--- src/rtl/rw_cmd_pkg.sv ---
// Shared types and defaults for the read/write command sequencer.
// Holds the FSM state encoding, the default command codes and sizing helpers.
package rw_cmd_pkg;

  typedef enum logic [1:0] {
    ST_IDLE = 2'd0,
    ST_WR   = 2'd1,
    ST_RD   = 2'd2
  } state_e;

  // Operation type, used for the round-robin memory and for scoreboarding.
  typedef enum logic {
    OP_WR = 1'b0,
    OP_RD = 1'b1
  } op_e;

  localparam logic [2:0] CMD_IDLE_DEF = 3'b111;
  localparam logic [2:0] CMD_WR0_DEF  = 3'b011;
  localparam logic [2:0] CMD_WRN_DEF  = 3'b101;
  localparam logic [2:0] CMD_RD_DEF   = 3'b110;

  function automatic int max(input int a, input int b);
    return (a > b) ? a : b;
  endfunction

  // Width of the phase counter; a single-cycle op still gets a 1-bit counter.
  function automatic int phase_width(input int wr_len, input int rd_len);
    int w;
    w = $clog2(max(wr_len, rd_len));
    return (w < 1) ? 1 : w;
  endfunction

endpackage

--- src/rtl/rw_cmd_seq_if.sv ---
// Request/command bus between the request logic (master) and the sequencer (slave).
// CW must equal rw_cmd_pkg::phase_width(WR_LEN, RD_LEN) of the attached sequencer.
interface rw_cmd_seq_if #(
  parameter int CMD_W = 3,
  parameter int CW    = 1
);

  logic             wr_req;
  logic             rd_req;
  logic             wr_ack;
  logic             rd_ack;
  logic [CMD_W-1:0] cmd;
  logic             busy;
  logic [CW-1:0]    phase;
  logic             wr_done;
  logic             rd_done;
  logic             rd_abort;

  modport master (
    output wr_req, rd_req,
    input  wr_ack, rd_ack, cmd, busy, phase, wr_done, rd_done, rd_abort
  );

  modport slave (
    input  wr_req, rd_req,
    output wr_ack, rd_ack, cmd, busy, phase, wr_done, rd_done, rd_abort
  );

endinterface

--- src/rtl/rw_cmd_seq.sv ---
// Read/write command sequencer: arbitrates level requests and drives a registered
// command bus for WR_LEN/RD_LEN cycles, with write preemption and back-to-back issue.
module rw_cmd_seq
  import rw_cmd_pkg::*;
#(
  parameter int               CMD_W      = 3,
  parameter int               WR_LEN     = 2,
  parameter int               RD_LEN     = 2,
  parameter logic [CMD_W-1:0] CMD_IDLE   = CMD_W'(CMD_IDLE_DEF),
  parameter logic [CMD_W-1:0] CMD_WR0    = CMD_W'(CMD_WR0_DEF),
  parameter logic [CMD_W-1:0] CMD_WRN    = CMD_W'(CMD_WRN_DEF),
  parameter logic [CMD_W-1:0] CMD_RD     = CMD_W'(CMD_RD_DEF),
  parameter bit               WR_PRIO    = 1'b1,
  parameter bit               RD_PREEMPT = 1'b1
) (
  input logic         clk,
  input logic         rst,
  rw_cmd_seq_if.slave bus
);

  localparam int            CW      = phase_width(WR_LEN, RD_LEN);
  localparam logic [CW-1:0] WR_LAST = CW'(WR_LEN - 1);
  localparam logic [CW-1:0] RD_LAST = CW'(RD_LEN - 1);

  state_e           r_state;
  state_e           w_state_nxt;
  op_e              r_rr_last;
  op_e              w_rr_nxt;
  logic [CMD_W-1:0] r_cmd;
  logic [CMD_W-1:0] w_cmd_nxt;
  logic             r_busy;
  logic [CW-1:0]    r_phase;
  logic [CW-1:0]    w_phase_nxt;

  logic w_wr_last;
  logic w_rd_last;
  logic w_accept;
  logic w_preempt;
  logic w_grant_wr;
  logic w_grant_rd;

  assign w_wr_last = (r_state == ST_WR) && (r_phase == WR_LAST);
  assign w_rd_last = (r_state == ST_RD) && (r_phase == RD_LAST);
  assign w_accept  = (r_state == ST_IDLE) || w_wr_last || w_rd_last;

  // NOTE: non-blocking assignments for every register, so all flops sample the
  // same pre-edge values regardless of process ordering.
  always_ff @(posedge clk) begin
    if (rst) r_state <= ST_IDLE;
    else     r_state <= w_state_nxt;
  end

  always_comb begin
    // NOTE: every variable gets a default before any branch, so no path leaves
    // one unassigned and no latch can be inferred.
    w_state_nxt = r_state;
    w_phase_nxt = r_phase + 1'b1;
    w_cmd_nxt   = r_cmd;
    w_rr_nxt    = r_rr_last;
    w_grant_wr  = 1'b0;
    w_grant_rd  = 1'b0;
    w_preempt   = 1'b0;

    if (w_accept) begin
      if (bus.wr_req && bus.rd_req) begin
        if (WR_PRIO || (r_rr_last == OP_RD)) w_grant_wr = 1'b1;
        else                                 w_grant_rd = 1'b1;
      end else begin
        w_grant_wr = bus.wr_req;
        w_grant_rd = bus.rd_req;
      end
    end else if (RD_PREEMPT && (r_state == ST_RD) && bus.wr_req) begin
      // Outside an accept point RD is never on its last phase, so this truncates it.
      w_preempt  = 1'b1;
      w_grant_wr = 1'b1;
    end

    if (w_grant_wr) begin
      w_state_nxt = ST_WR;
      w_phase_nxt = '0;
      w_cmd_nxt   = CMD_WR0;
      w_rr_nxt    = OP_WR;
    end else if (w_grant_rd) begin
      w_state_nxt = ST_RD;
      w_phase_nxt = '0;
      w_cmd_nxt   = CMD_RD;
      w_rr_nxt    = OP_RD;
    end else if (w_accept) begin
      w_state_nxt = ST_IDLE;
      w_phase_nxt = '0;
      w_cmd_nxt   = CMD_IDLE;
    end else if (r_state == ST_WR) begin
      w_cmd_nxt = CMD_WRN;
    end
  end

  always_ff @(posedge clk) begin
    if (rst) begin
      r_cmd     <= CMD_IDLE;
      r_busy    <= 1'b0;
      r_phase   <= '0;
      r_rr_last <= OP_RD;
    end else begin
      r_cmd     <= w_cmd_nxt;
      r_busy    <= (w_state_nxt != ST_IDLE);
      r_phase   <= w_phase_nxt;
      r_rr_last <= w_rr_nxt;
    end
  end

  // Handshake pulses are suppressed during reset; an op cut by reset reports nothing.
  assign bus.wr_ack   = !rst && w_grant_wr;
  assign bus.rd_ack   = !rst && w_grant_rd;
  assign bus.wr_done  = !rst && w_wr_last;
  assign bus.rd_done  = !rst && w_rd_last;
  assign bus.rd_abort = !rst && w_preempt;

  assign bus.cmd   = r_cmd;
  assign bus.busy  = r_busy;
  assign bus.phase = r_phase;

endmodule

--- src/flat_wrapper.sv ---
// flat-port wrapper written by rule: the top's interface ports become plain ports
module rw_cmd_seq_flat import rw_cmd_pkg::*;
#(
  parameter int               CMD_W      = 3,
  parameter int               WR_LEN     = 2,
  parameter int               RD_LEN     = 2,
  parameter logic [CMD_W-1:0] CMD_IDLE   = CMD_W'(CMD_IDLE_DEF),
  parameter logic [CMD_W-1:0] CMD_WR0    = CMD_W'(CMD_WR0_DEF),
  parameter logic [CMD_W-1:0] CMD_WRN    = CMD_W'(CMD_WRN_DEF),
  parameter logic [CMD_W-1:0] CMD_RD     = CMD_W'(CMD_RD_DEF),
  parameter bit               WR_PRIO    = 1'b1,
  parameter bit               RD_PREEMPT = 1'b1
)
  (clk, rst, bus_wr_req, bus_rd_req, bus_wr_ack, bus_rd_ack, bus_cmd, bus_busy, bus_phase, bus_wr_done, bus_rd_done, bus_rd_abort);
  rw_cmd_seq_if #(.CMD_W(CMD_W), .CW(1)) bus_i ();
  input logic clk;
  input logic rst;
  input wire logic [$bits(bus_i.wr_req)-1:0] bus_wr_req;
  input wire logic [$bits(bus_i.rd_req)-1:0] bus_rd_req;
  output wire logic [$bits(bus_i.wr_ack)-1:0] bus_wr_ack;
  output wire logic [$bits(bus_i.rd_ack)-1:0] bus_rd_ack;
  output wire logic [$bits(bus_i.cmd)-1:0] bus_cmd;
  output wire logic [$bits(bus_i.busy)-1:0] bus_busy;
  output wire logic [$bits(bus_i.phase)-1:0] bus_phase;
  output wire logic [$bits(bus_i.wr_done)-1:0] bus_wr_done;
  output wire logic [$bits(bus_i.rd_done)-1:0] bus_rd_done;
  output wire logic [$bits(bus_i.rd_abort)-1:0] bus_rd_abort;
  assign bus_i.wr_req = bus_wr_req;
  assign bus_i.rd_req = bus_rd_req;
  assign bus_wr_ack = bus_i.wr_ack;
  assign bus_rd_ack = bus_i.rd_ack;
  assign bus_cmd = bus_i.cmd;
  assign bus_busy = bus_i.busy;
  assign bus_phase = bus_i.phase;
  assign bus_wr_done = bus_i.wr_done;
  assign bus_rd_done = bus_i.rd_done;
  assign bus_rd_abort = bus_i.rd_abort;
  rw_cmd_seq #(.CMD_W(CMD_W), .WR_LEN(WR_LEN), .RD_LEN(RD_LEN), .CMD_IDLE(CMD_IDLE), .CMD_WR0(CMD_WR0), .CMD_WRN(CMD_WRN), .CMD_RD(CMD_RD), .WR_PRIO(WR_PRIO), .RD_PREEMPT(RD_PREEMPT)) u_core (.clk(clk), .rst(rst), .bus(bus_i));
endmodule
--- config.mk ---
export PLATFORM = sky130hd
export DESIGN_NAME = rw_cmd_seq_flat
export DESIGN_NICKNAME = d
export VERILOG_FILES = /design/src/rtl/rw_cmd_pkg.sv /design/src/rtl/rw_cmd_seq_if.sv /design/src/rtl/rw_cmd_seq.sv /design/src/flat_wrapper.sv
export SDC_FILE = /design/constraint.sdc
export NUM_CORES = 1
export LEC_CHECK = 0
export BUFFER_PORTS_ARGS = -buffer_cell sky130_fd_sc_hd__buf_2
export CORE_AREA = 2 2 39 41
export CTS_BUF_LIST = sky130_fd_sc_hd__clkbuf_4
export CTS_CLUSTER_DIAMETER = 30
export DETAILED_ROUTE_END_ITERATION = 8
export DIE_AREA = 0 0 41 43
export SYNTH_ARGS = -nofsm -noshare
export SYNTH_HDL_FRONTEND = slang
export SYNTH_SLANG_ARGS = --single-unit
--- constraint.sdc ---
create_clock -name clk -period 1.83 [get_ports clk]
set_input_delay 0.0915 -clock clk [delete_from_list [all_inputs] [get_ports clk]]
set_output_delay 0.0915 -clock clk [all_outputs]
set_load 0.02 [all_outputs]
==> flow_summary.toml <==
[status]
status = "finished, final reports clean"

[yosys]
ys_async_sr_fraction = 0
synth_cells = 41
synth_top_area_share = 0.351
yosys.area_share.simple = 0.351
syn-num-nets = 45
synth_area_leaders = "dfxtp_1 35%, o32ai_4 6.9%, a21oi_1 6.3%"
avgSynthCellArea_um2 = 9.73
yosysWarningCount = 0
yosysMostFrequentCell = "dfxtp_1"
synth_edf_count = 0
synth_compound_area_frac = 0.219
synth_xor_area_frac = 0
synth_top_family_by_area = "simple AND/OR/NAND/NOR gates"
yosys-top-cells-count = "7 x dfxtp_1, 5 x a21oi_1, 3 x nand2b_1, 3 x nor2_1"
yosys.area.top_type = "dfxtp_1"
synthAdderAreaFrac = 0
ys_types = 24
synth_seq_cells = 7
syn-cell-area_um2 = 399
synth_mux_area_frac = 0
ys.flop_type = "dfxtp_1"
ys_seq_area_frac = 0.351

[final_layout]
nets = 60
antenna_cells = 0
drive_gt1_frac = 0.455
fin_area_um2 = 490
area_delta_synth_final_pct = 22.9
n_fill_cell = 147
stdcell_count = 71

[route]
ant_nets = 0
drt_iter0_drc = 3
num_vias = 338
vias_per_cell = 4.76
routed_wl_um = 826
firstDrtPassIters = 2
wire_per_inst_um = 11.6
drc_errors = 0

[critical_path]
r2r-start = "u_core.r_state[0]"
worstPathCellList = "nand2b_1, a21oi_1, buf_2"
cp-endpoint = "bus_wr_ack"
reg2reg_to = "u_core.bus.cmd[1]"
crit_path_start_kind = "flip-flop"
r2r_slack_ps = 710
worst-setup-path-type = "reg2out"
cp-startpoint = "u_core.bus.phase"
worst-path-buf-inv = 1
cp_num_cells = 3
arrival_ps = 1310
cp_data_required_time_ps = 1740
crit_slowest_cell = "dfxtp_1"
critPathMaxStageDelay_ps = 550
reg2reg_depth = 3
cp_max_fo = 10
cp-end-kind = "primary output"
critical-path-top-delay-family = "flip-flops"

[floorplanning]
row_count = 14
core_um2 = 1380
start_util = 0.288
die_h_um = 43
dieArea_um2 = 1760
die_w_um = 41
num_io_pins = 14

[placed_design]
port_buffers = 13
gp_congestion = 0.614
dp_cells = 67
pre_cts_ws_ps = 695
hpwl_um = 602
postPlaceCellArea_um2 = 460

[pwr]
power_leakage_nw = 0.209
irDropWorstVdd_mv = 0.291
power_density_nw_per_um2 = 837
total_power_uw = 411

[hold_path]
hp-class = "in2reg"

[global_route]
first_global_vias = 261
grt_pass1_wl_um = 1140
grt_antenna_before_repair = 0
grt_use_total = 0.0975
overflow = 0
grt_max_degree = 13

[sta]
tns_ps = 0
rsz0062_at_grt = "no"
slew_viol_final = 0
finalHoldViolations = 0
worst_slew_pin_slew_ps = 389
setup_viol_count_final = 0
min_period_ps = 1400
slew-limit-headroom = 0.740
worst_slack_ps = 427
fin_crit_sh = 0.767
clock.fmax_mhz = 713
fin_skew_ps = 1.17

[clocking]
numCtsBuffers = 3
root_buffer = "clkbuf_4"
clkLatencyLatePin_ps = 250
cts_tree = "done"
post_cts_resized = 0
clock_sinks = 7
cts_hold_buf = 0
cts_buffer_depth = 2
htree_levels = 1
post_cts_buffers = 0
clk_pin_slew_ps = 50

[flow_run]
drv_cap = 0
[layout make-up]
class	count	area, µm²	area share
inverters	2	7.51	0.0153
well taps	16	20.0	0.0408
multi-input cells	29	228	0.464
flip-flops and latches	7	140	0.286
repair buffers	13	65.1	0.133
clock buffers	4	30.0	0.0612
[metrics by stage]
step | hold slack, ps | util
floorplan | 164 | -
global placement | 369 | 0.333
detailed placement | 373 | 0.333
CTS | 107 | 0.354
global route | 111 | 0.354
finish | 114 | 0.354
[worst reg2reg max path, stage by stage (launching register included)]
cell and delay, ps:
dfxtp_1 530, o21ba_4 230, nor3b_2 160, o21ai_1 90
[state kept, by name, summed over array words and instances (netlist names)]
signal / cells
u_core.bus.cmd: 3
u_core.r_state: 2
u_core.bus.busy: 1
u_core.bus.phase: 1
[cell families after synthesis]
| kind of cell | after synthesis |
|---|---|
| AOI/OAI and AO/OA | 10 |
| DFF | 7 |
| buffers and inverters | 5 |
| and+or+nand+nor | 19 |
[where the power goes]
group / switching [mW] / internal, mW
logic: 0.0415 / 0.0347
clock network: 0.0569 / 0.0980
registers: 0.0164 / 0.163
total: 0.115 / 0.296
[layout by cell type, fill, tap and decap left out, drive strengths merged]
| cell | count |
|---|---|
| buf | 13 |
| dfxtp | 7 |
| a21oi | 5 |
| clkbuf | 4 |
| nand2b | 4 |
| nor2 | 3 |
| nand2 | 3 |
| nor3 | 2 |
| o21ai | 2 |
| inv | 2 |
| nor3b | 2 |
| nor4bb | 1 |
| nor4b | 1 |
| and3b | 1 |
| nor2b | 1 |
| o21ba | 1 |
| o32ai | 1 |
| o31a | 1 |
| nand3 | 1 |
[worst min path at each step]
stage,startpoint,end,slack [ps],cells after the start
floorplan,rst,u_core.r_state[0],160,1
global placement,bus_rd_req,u_core.bus.busy,370,2
detailed placement,bus_rd_req,u_core.bus.busy,370,2
CTS,bus_rd_req,u_core.bus.busy,110,2
global route,bus_rd_req,u_core.bus.busy,110,2
finish,bus_rd_req,u_core.bus.busy,110,2
[per-layer routing]
layer / wire length, µm / GRT usage / part of all wire / vias up
met5: 0 / 0 / 0 / -
met4: 14 / 0.100 / 0.017 / 0
met3: 49 / 0.0157 / 0.059 / 2
met2: 354 / 0.116 / 0.43 / 12
met1: 408 / 0.135 / 0.49 / 153
li1: - / - / - / 171
Note: power is estimated with default switching activity, not from simulation.
